File: config.mk
export PLATFORM = sky130hd
export DESIGN_NAME = apb_slave_mem
export DESIGN_NICKNAME = d
export VERILOG_FILES = /design/src/rtl/apb_pkg.sv /design/src/rtl/apb_slave_regfile.sv /design/src/rtl/apb_slave_mem.sv
export SDC_FILE = /design/constraint.sdc
export NUM_CORES = 2
export LEC_CHECK = 0
export CAP_MARGIN = 20
export CORE_MARGIN = 10
export CORE_UTILIZATION = 50
export CTS_CLUSTER_DIAMETER = 100
export CTS_CLUSTER_SIZE = 28
export DETAILED_ROUTE_END_ITERATION = 8
export PLACE_DENSITY = 0.63
export RECOVER_POWER = 100
export SLEW_MARGIN = 20
export SYNTH_ARGS = -nofsm -noshare
export SYNTH_HDL_FRONTEND = slang
export SYNTH_SLANG_ARGS = --single-unit
File: constraint.sdc
create_clock -name PCLK -period 105.3 [get_ports PCLK]
set_clock_uncertainty 0.15 [all_clocks]
set_input_delay 21.06 -clock PCLK [delete_from_list [all_inputs] [get_ports PCLK]]
set_output_delay 21.06 -clock PCLK [all_outputs]
set_load 0.1 [all_outputs]
File: src/rtl/apb_pkg.sv
// Shared APB bus widths and the responder FSM state encoding.
package apb_pkg;

    localparam int APB_DATA_W = 32;
    localparam int APB_ADDR_W = 32;
    localparam int APB_NSLV   = 3;

    typedef logic [1:0] apb_state_t;

    localparam apb_state_t S_IDLE  = 2'd0;
    localparam apb_state_t S_WAIT  = 2'd1;
    localparam apb_state_t S_READY = 2'd2;

endpackage

File: src/rtl/apb_slave_regfile.sv
// DEPTH x 32 storage: async clear, one synchronous write port, one combinational read port.
module apb_slave_regfile
    import apb_pkg::*;
#(
    parameter int unsigned DEPTH = 64
) (
    input  logic                     clk,
    input  logic                     rst,
    input  logic                     we,
    input  logic [$clog2(DEPTH)-1:0] waddr,
    input  logic [APB_DATA_W-1:0]    wdata,
    input  logic [$clog2(DEPTH)-1:0] raddr,
    output logic [APB_DATA_W-1:0]    rdata
);

    logic [APB_DATA_W-1:0] mem [DEPTH];

    always_ff @(posedge clk or posedge rst) begin
        if (rst) begin
            for (int i = 0; i < DEPTH; i++) begin
                mem[i] <= '0;
            end
        end else if (we) begin
            mem[waddr] <= wdata;
        end
    end

    assign rdata = mem[raddr];

endmodule

File: src/rtl/apb_slave_mem.sv
// APB register memory: WAIT_STATES PREADY-low access cycles, then one PREADY cycle per transfer.
// Define APB_SLVERR_EN to add PSLVERR for out-of-range or misaligned addresses.
module apb_slave_mem
    import apb_pkg::*;
#(
    parameter int unsigned           SLAVE_IDX   = 0,
    parameter logic [APB_ADDR_W-1:0] BASE_ADDR   = 32'h8000_0000,
    parameter int unsigned           DEPTH       = 64,
    parameter int unsigned           WAIT_STATES = 1
) (
    input  logic                  PCLK,
    input  logic                  PRESET,
    input  logic [APB_NSLV-1:0]   PSEL,
    input  logic                  PENABLE,
    input  logic                  PWRITE,
    input  logic [APB_ADDR_W-1:0] PADDR,
    input  logic [APB_DATA_W-1:0] PWDATA,
    output logic [APB_DATA_W-1:0] PRDATA,
`ifdef APB_SLVERR_EN
    output logic                  PSLVERR,
`endif
    output logic                  PREADY
);

    localparam int unsigned         IDX_W    = $clog2(DEPTH);
    localparam logic [APB_ADDR_W:0] END_ADDR = {1'b0, BASE_ADDR} + (APB_ADDR_W+1)'(4 * DEPTH);
    localparam logic [3:0]          WS_INIT  = 4'(WAIT_STATES);

    apb_state_t            state;
    logic [3:0]            count;
    logic [IDX_W-1:0]      idx_q;
    logic                  valid_q;
    logic                  write_q;
    logic [APB_DATA_W-1:0] wdata_q;

    logic                  sel;
    logic                  setup;
    logic                  access_ok;
    logic                  addr_ok;
    logic [IDX_W-1:0]      live_idx;
    logic [IDX_W-1:0]      rd_idx;
    logic                  cur_write;
    logic                  cur_valid;
    logic                  enter_ready;
    logic                  we;
    logic [APB_DATA_W-1:0] mem_rdata;
    logic [APB_DATA_W-1:0] load_rdata;

    assign sel       = PSEL[SLAVE_IDX];
    assign setup     = sel && !PENABLE;
    assign access_ok = sel && PENABLE;

    // 33-bit compare so a window ending at 4 GiB cannot wrap.
    assign addr_ok  = ({1'b0, PADDR} >= {1'b0, BASE_ADDR}) &&
                      ({1'b0, PADDR} < END_ADDR) &&
                      (PADDR[1:0] == 2'b00);
    assign live_idx = IDX_W'((PADDR - BASE_ADDR) >> 2);

    // With zero wait states READY is entered on the setup edge, before the latches settle.
    assign rd_idx     = (state == S_IDLE) ? live_idx : idx_q;
    assign cur_write  = (state == S_IDLE) ? PWRITE   : write_q;
    assign cur_valid  = (state == S_IDLE) ? addr_ok  : valid_q;
    assign load_rdata = (cur_write || !cur_valid) ? '0 : mem_rdata;

    assign enter_ready = ((state == S_IDLE) && setup && (WAIT_STATES == 0)) ||
                         ((state == S_WAIT) && access_ok && (count == 4'd1));

    assign we     = (state == S_READY) && access_ok && write_q && valid_q;
    assign PREADY = (state == S_READY);

    always_ff @(posedge PCLK or posedge PRESET) begin
        if (PRESET) begin
            state   <= S_IDLE;
            count   <= '0;
            idx_q   <= '0;
            valid_q <= 1'b0;
            write_q <= 1'b0;
            wdata_q <= '0;
        end else begin
            case (state)
                S_IDLE: begin
                    if (setup) begin
                        idx_q   <= live_idx;
                        valid_q <= addr_ok;
                        write_q <= PWRITE;
                        wdata_q <= PWDATA;
                        if (WAIT_STATES == 0) begin
                            state <= S_READY;
                        end else begin
                            state <= S_WAIT;
                            count <= WS_INIT;
                        end
                    end
                end
                S_WAIT: begin
                    count <= count - 4'd1;
                    if (!access_ok) begin
                        state <= S_IDLE;
                        count <= '0;
                    end else if (count == 4'd1) begin
                        state <= S_READY;
                    end
                end
                S_READY: state <= S_IDLE;
                default: state <= S_IDLE;
            endcase
        end
    end

    always_ff @(posedge PCLK or posedge PRESET) begin
        if (PRESET) begin
            PRDATA <= '0;
        end else if (enter_ready) begin
            PRDATA <= load_rdata;
        end
    end

`ifdef APB_SLVERR_EN
    logic err_q;

    always_ff @(posedge PCLK or posedge PRESET) begin
        if (PRESET) begin
            err_q <= 1'b0;
        end else if (enter_ready) begin
            err_q <= !cur_valid;
        end
    end

    assign PSLVERR = PREADY && err_q;
`endif

    apb_slave_regfile #(
        .DEPTH (DEPTH)
    ) u_regfile (
        .clk   (PCLK),
        .rst   (PRESET),
        .we    (we),
        .waddr (idx_q),
        .wdata (wdata_q),
        .raddr (rd_idx),
        .rdata (mem_rdata)
    );

endmodule
==> summary.txt <==
Min path
  • Hold_sp: count[3]$_DFFE_PP0P_
  • Hold crit path type: flop to flop
  • Count of cells along the worst hold path: 1
  • Endpoint with the worst hold slack: count[3]$_DFFE_PP0P_

Die
  • Full die area: 0.212 mm²
  • Die outline height: 461 µm
  • Starting density of the core: 50.4%
  • Core Rows: 161
  • Placeable core region: 0.193 mm²
  • Number of primary I/O pins: 104
  • Horizontal die dimension: 461 µm

Run
  • Number of maximum-capacitance constraint violations: 99

STA
  • Total Negative Setup Slacks: 0 ns
  • Relative slew slack: -473%
  • Final period demand of the worst path: 46.56 ns
  • Unrepaired setup endpoints after global routing: false
  • Final setup slack of the worst path: 58.74 ns
  • Hold slack final: 0.348 ns
  • Measured slew at the worst slew-check pin: 8.60 ns
  • Final worst path period share: 44.2%
  • Highest Clock Rate: 21.5 MHz
  • Number of endpoints failing setup at the final stage: 0
  • Final number of hold-violating endpoints: 0
  • Count of final max-slew check failures: 4312

Pwr
  • Static Leak: 48.6 nW
  • Power after layout: 0.00150 W
  • Worst IR drop on VDD: 0.0000117 V
  • Pwr per Cell Area: 14.8 mW/mm²

Global routing
  • Maximum number of pins on one net before global-route repair: 164
  • Global-route wire length before repair: 416000 µm
  • Remaining global-route overflow: 0
  • Via count of the first global-routing pass: 61800
  • GRT Resource Usage Total: 26.1%
  • Number of antenna violations at the first check in global routing: 17

Placed design
  • Placed wire-length estimate after detailed placement: 151000 µm
  • Count of buffers inserted at the top-level ports: 101
  • GP Congestion: 0.785
  • Post-place setup slack: 78.39 ns

Cells and area
  • Nets: 6899
  • Leading cell type in the layout, fill and taps excluded: sky130_fd_sc_hd__dfrtp_1
  • Most frequent cells in the layout: sky130_fd_sc_hd__dfrtp_1 (2094), sky130_fd_sc_hd__mux2_2 (2089), sky130_fd_sc_hd__nand2_1 (691), sky130_fd_sc_hd__mux2i_1 (233), sky130_fd_sc_hd__nand3_1 (210)
  • Fraction of layout instances using a drive strength above 1: 37.9%
  • Area of the multi-input gates: 0.0409 mm²
  • Layout Area Growth over Synthesis: 4.97%
  • Total of fill cells in the finished design: 16300
  • Combined flip-flop and latch cell area: 0.0533 mm²

Worst setup path
  • R2R Setup Slk: 95.87 ns
  • Critical Path RT: 104.13 ns
  • Critical path start-end classification: input port to asynchronous set/reset pin
  • Crit path max fanout: 163
  • Category of the worst setup path launch point: input port
  • R2r startpoint: state[1]$_DFFE_PP0P_
  • Crit. End Element: asynchronous set/reset pin
  • Endpoint arrival time on the critical path: 45.39 ns
  • Worst reg2reg path depth: 8
  • Cell seen most often among critical-path stages: sky130_fd_sc_hd__clkbuf_1
  • RR Endpoint: PRDATA[7]$_DFFE_PP0P_
  • Worst path max stage delay: 6.12 ns
  • Crit-path slowest cell: sky130_fd_sc_hd__clkbuf_1
  • Critical Path, Cell by Cell: dlygate4sd3_1 -> clkinvlp_2 -> clkbuf_1 -> clkbuf_1 -> clkbuf_1 -> clkbuf_1

Clock tree
  • Clock tree sinks: 2126
  • Number of CTS-inserted buffers: 88
  • Clock latency on the worst-skew pair: 0.76 ns
  • Clock tree from TritonCTS: built
  • Maximum clock insertion buffer count: 3
  • Number of instances resized during post-cts repair: 0
  • Post-CTS Setup Repair Bufs: 0
  • CTS clock-pin slew for the worst setup and hold paths: 0.12 ns
  • H-tree Lvls: 3
  • Root Buffer Master: sky130_fd_sc_hd__clkbuf_16
  • Quantity of hold-fixing buffers added after cts: 0

Route
  • Total Routed Length: 281000 µm
  • Detailed router's first-iteration violation count: 5183
  • Drt pass-1 iters: 5
  • Via count: 60200
  • Final antenna-violating net count: 0
  • # DRC: 0
  • Per-cell routed wire length: 29.9 µm
  • Routed vias/inst: 6.40

Synth
  • Cell count after synthesis: 7179
  • Synth Warn #: 0
  • Share of flip-flops with an asynchronous set or reset after synthesis: 100%
  • Number of enable-type register cells in the synthesized netlist: 0
  • Post-Synthesis Mean Instance Area: 13.5 µm²
  • Sequential element share of the synthesized area: 54.8%
  • Most common flop cell mapped by yosys: sky130_fd_sc_hd__dfrtp_1
  • Post-synthesis register bit count: 2126
  • Post-synth design cell area: 0.0971 mm²
  • Netlist cell types: 74
  • Number of nets produced by synthesis: 7252

Status
  • Status: complete, but fails checks
  • Failing checks: max-capacitance violations, max-slew violations
## cell usage after synthesis, drive strengths merged, types with 4 or more instances
master	count	share of area, %
nor2b	7	0.045
a21oi	63	0.34
a311oi	44	0.40
nor3	7	0.052
a41oi	8	0.072
a2111o	4	0.046
a31oi	103	0.66
o21ai	73	0.38
a31o	4	0.036
a221oi	86	0.79
a21o	6	0.046
nor4	9	0.058
mux2i	236	2.4
a22oi	62	0.48
inv	8	0.031
dfrtp	2126	55
a32oi	21	0.19
o22ai	4	0.026
nor3b	4	0.036
or4	5	0.039
mux4	208	4.8
o2111ai	13	0.12
o41ai	14	0.13
o211ai	25	0.19
clkbuf	314	1.2
and2	5	0.032
a22o	36	0.32
buf	396	2.3
nand3	211	1.1
a211oi	49	0.38
mux2	2092	24
nand2	715	2.8
nand4	33	0.21
nor2	48	0.19
and3	66	0.43
a221o	17	0.18
nand2b	6	0.039
or3	24	0.15
## critical path, delay by kind of cell
family / cells / cell delay, ns
buffers and inverters: 6 / 23.62
## metrics by stage
stage          instance area (µm²)  instances  util [%]
6_report                    102000       9394      52.9
2_1_floorplan                97100       7179         -
5_1_grt                     102000       9387      52.9
3_5_place_dp                 99800       9258      51.8
3_3_place_gp                 99800       9257      51.8
4_1_cts                     102000       9381      53.1
## power by group
part	leakage, nW	internal, W	switching, W
Sequential	29.6	0.000824	0.0000322
Combinational	17.8	0.0000506	0.000168
Clock	1.25	0.000169	0.000261
## metal layers
| metal | part of all wire, % | global-route usage (%) |
|---|---|---|
| met3 | 5.8 | 4.22 |
| met2 | 47 | 42.8 |
| met4 | 3.7 | 8.42 |
| met1 | 43 | 35.5 |
| met5 | 0.022 | 0 |
## registers in the layout, summed over array words and instances, names as in the netlist
signal         flops
state              2
PRDATA            32
count              4
valid_q            1
u_regfile.mem   2048
wdata_q           32
idx_q              6
write_q            1
## final cells by class
| type | count | share of cell area [%] |
|---|---|---|
| Sequential cell | 2126 | 52.3 |
| Multi-Input combinational cell | 4335 | 40.1 |
| Tap cell | 2526 | 3.10 |
| Clock buffer | 110 | 2.38 |
| Timing Repair Buffer | 267 | 1.95 |
| Clock inverter | 13 | 0.140 |
| Inverter | 8 | 0.0307 |
| Antenna cell | 9 | 0.0221 |
## logic make-up after synthesis
group	count (synthesis)	synth area share (%)
flip-flops	2126	54.8
adder cells (fa/ha/maj)	2	0.0258
AND/OR/NAND/NOR	1153	5.25
multiplexers	2536	31.5
buffers and inverters	718	3.53
AO/OA/AOI/OAI	644	4.90
## how the worst max path moves through the flow
stage | startpoint | endpoint | slack, ns | cells past startpoint
CTS | PADDR[2] | PRDATA[8]$_DFFE_PP0P_ | 79.22 | 9
finish | PRESET | u_regfile.mem[689]$_DFFE_PP0P_ | 58.74 | 6
detailed placement | PADDR[2] | PRDATA[8]$_DFFE_PP0P_ | 78.39 | 9
global placement | PADDR[2] | PRDATA[8]$_DFFE_PP0P_ | 78.42 | 9
global route | PRESET | u_regfile.mem[1009]$_DFFE_PP0P_ | 53.95 | 6
floorplan | PRESET | PRDATA[0]$_DFFE_PP0P_ | 24.03 | 1
Note: power is estimated with default switching activity, not from simulation.
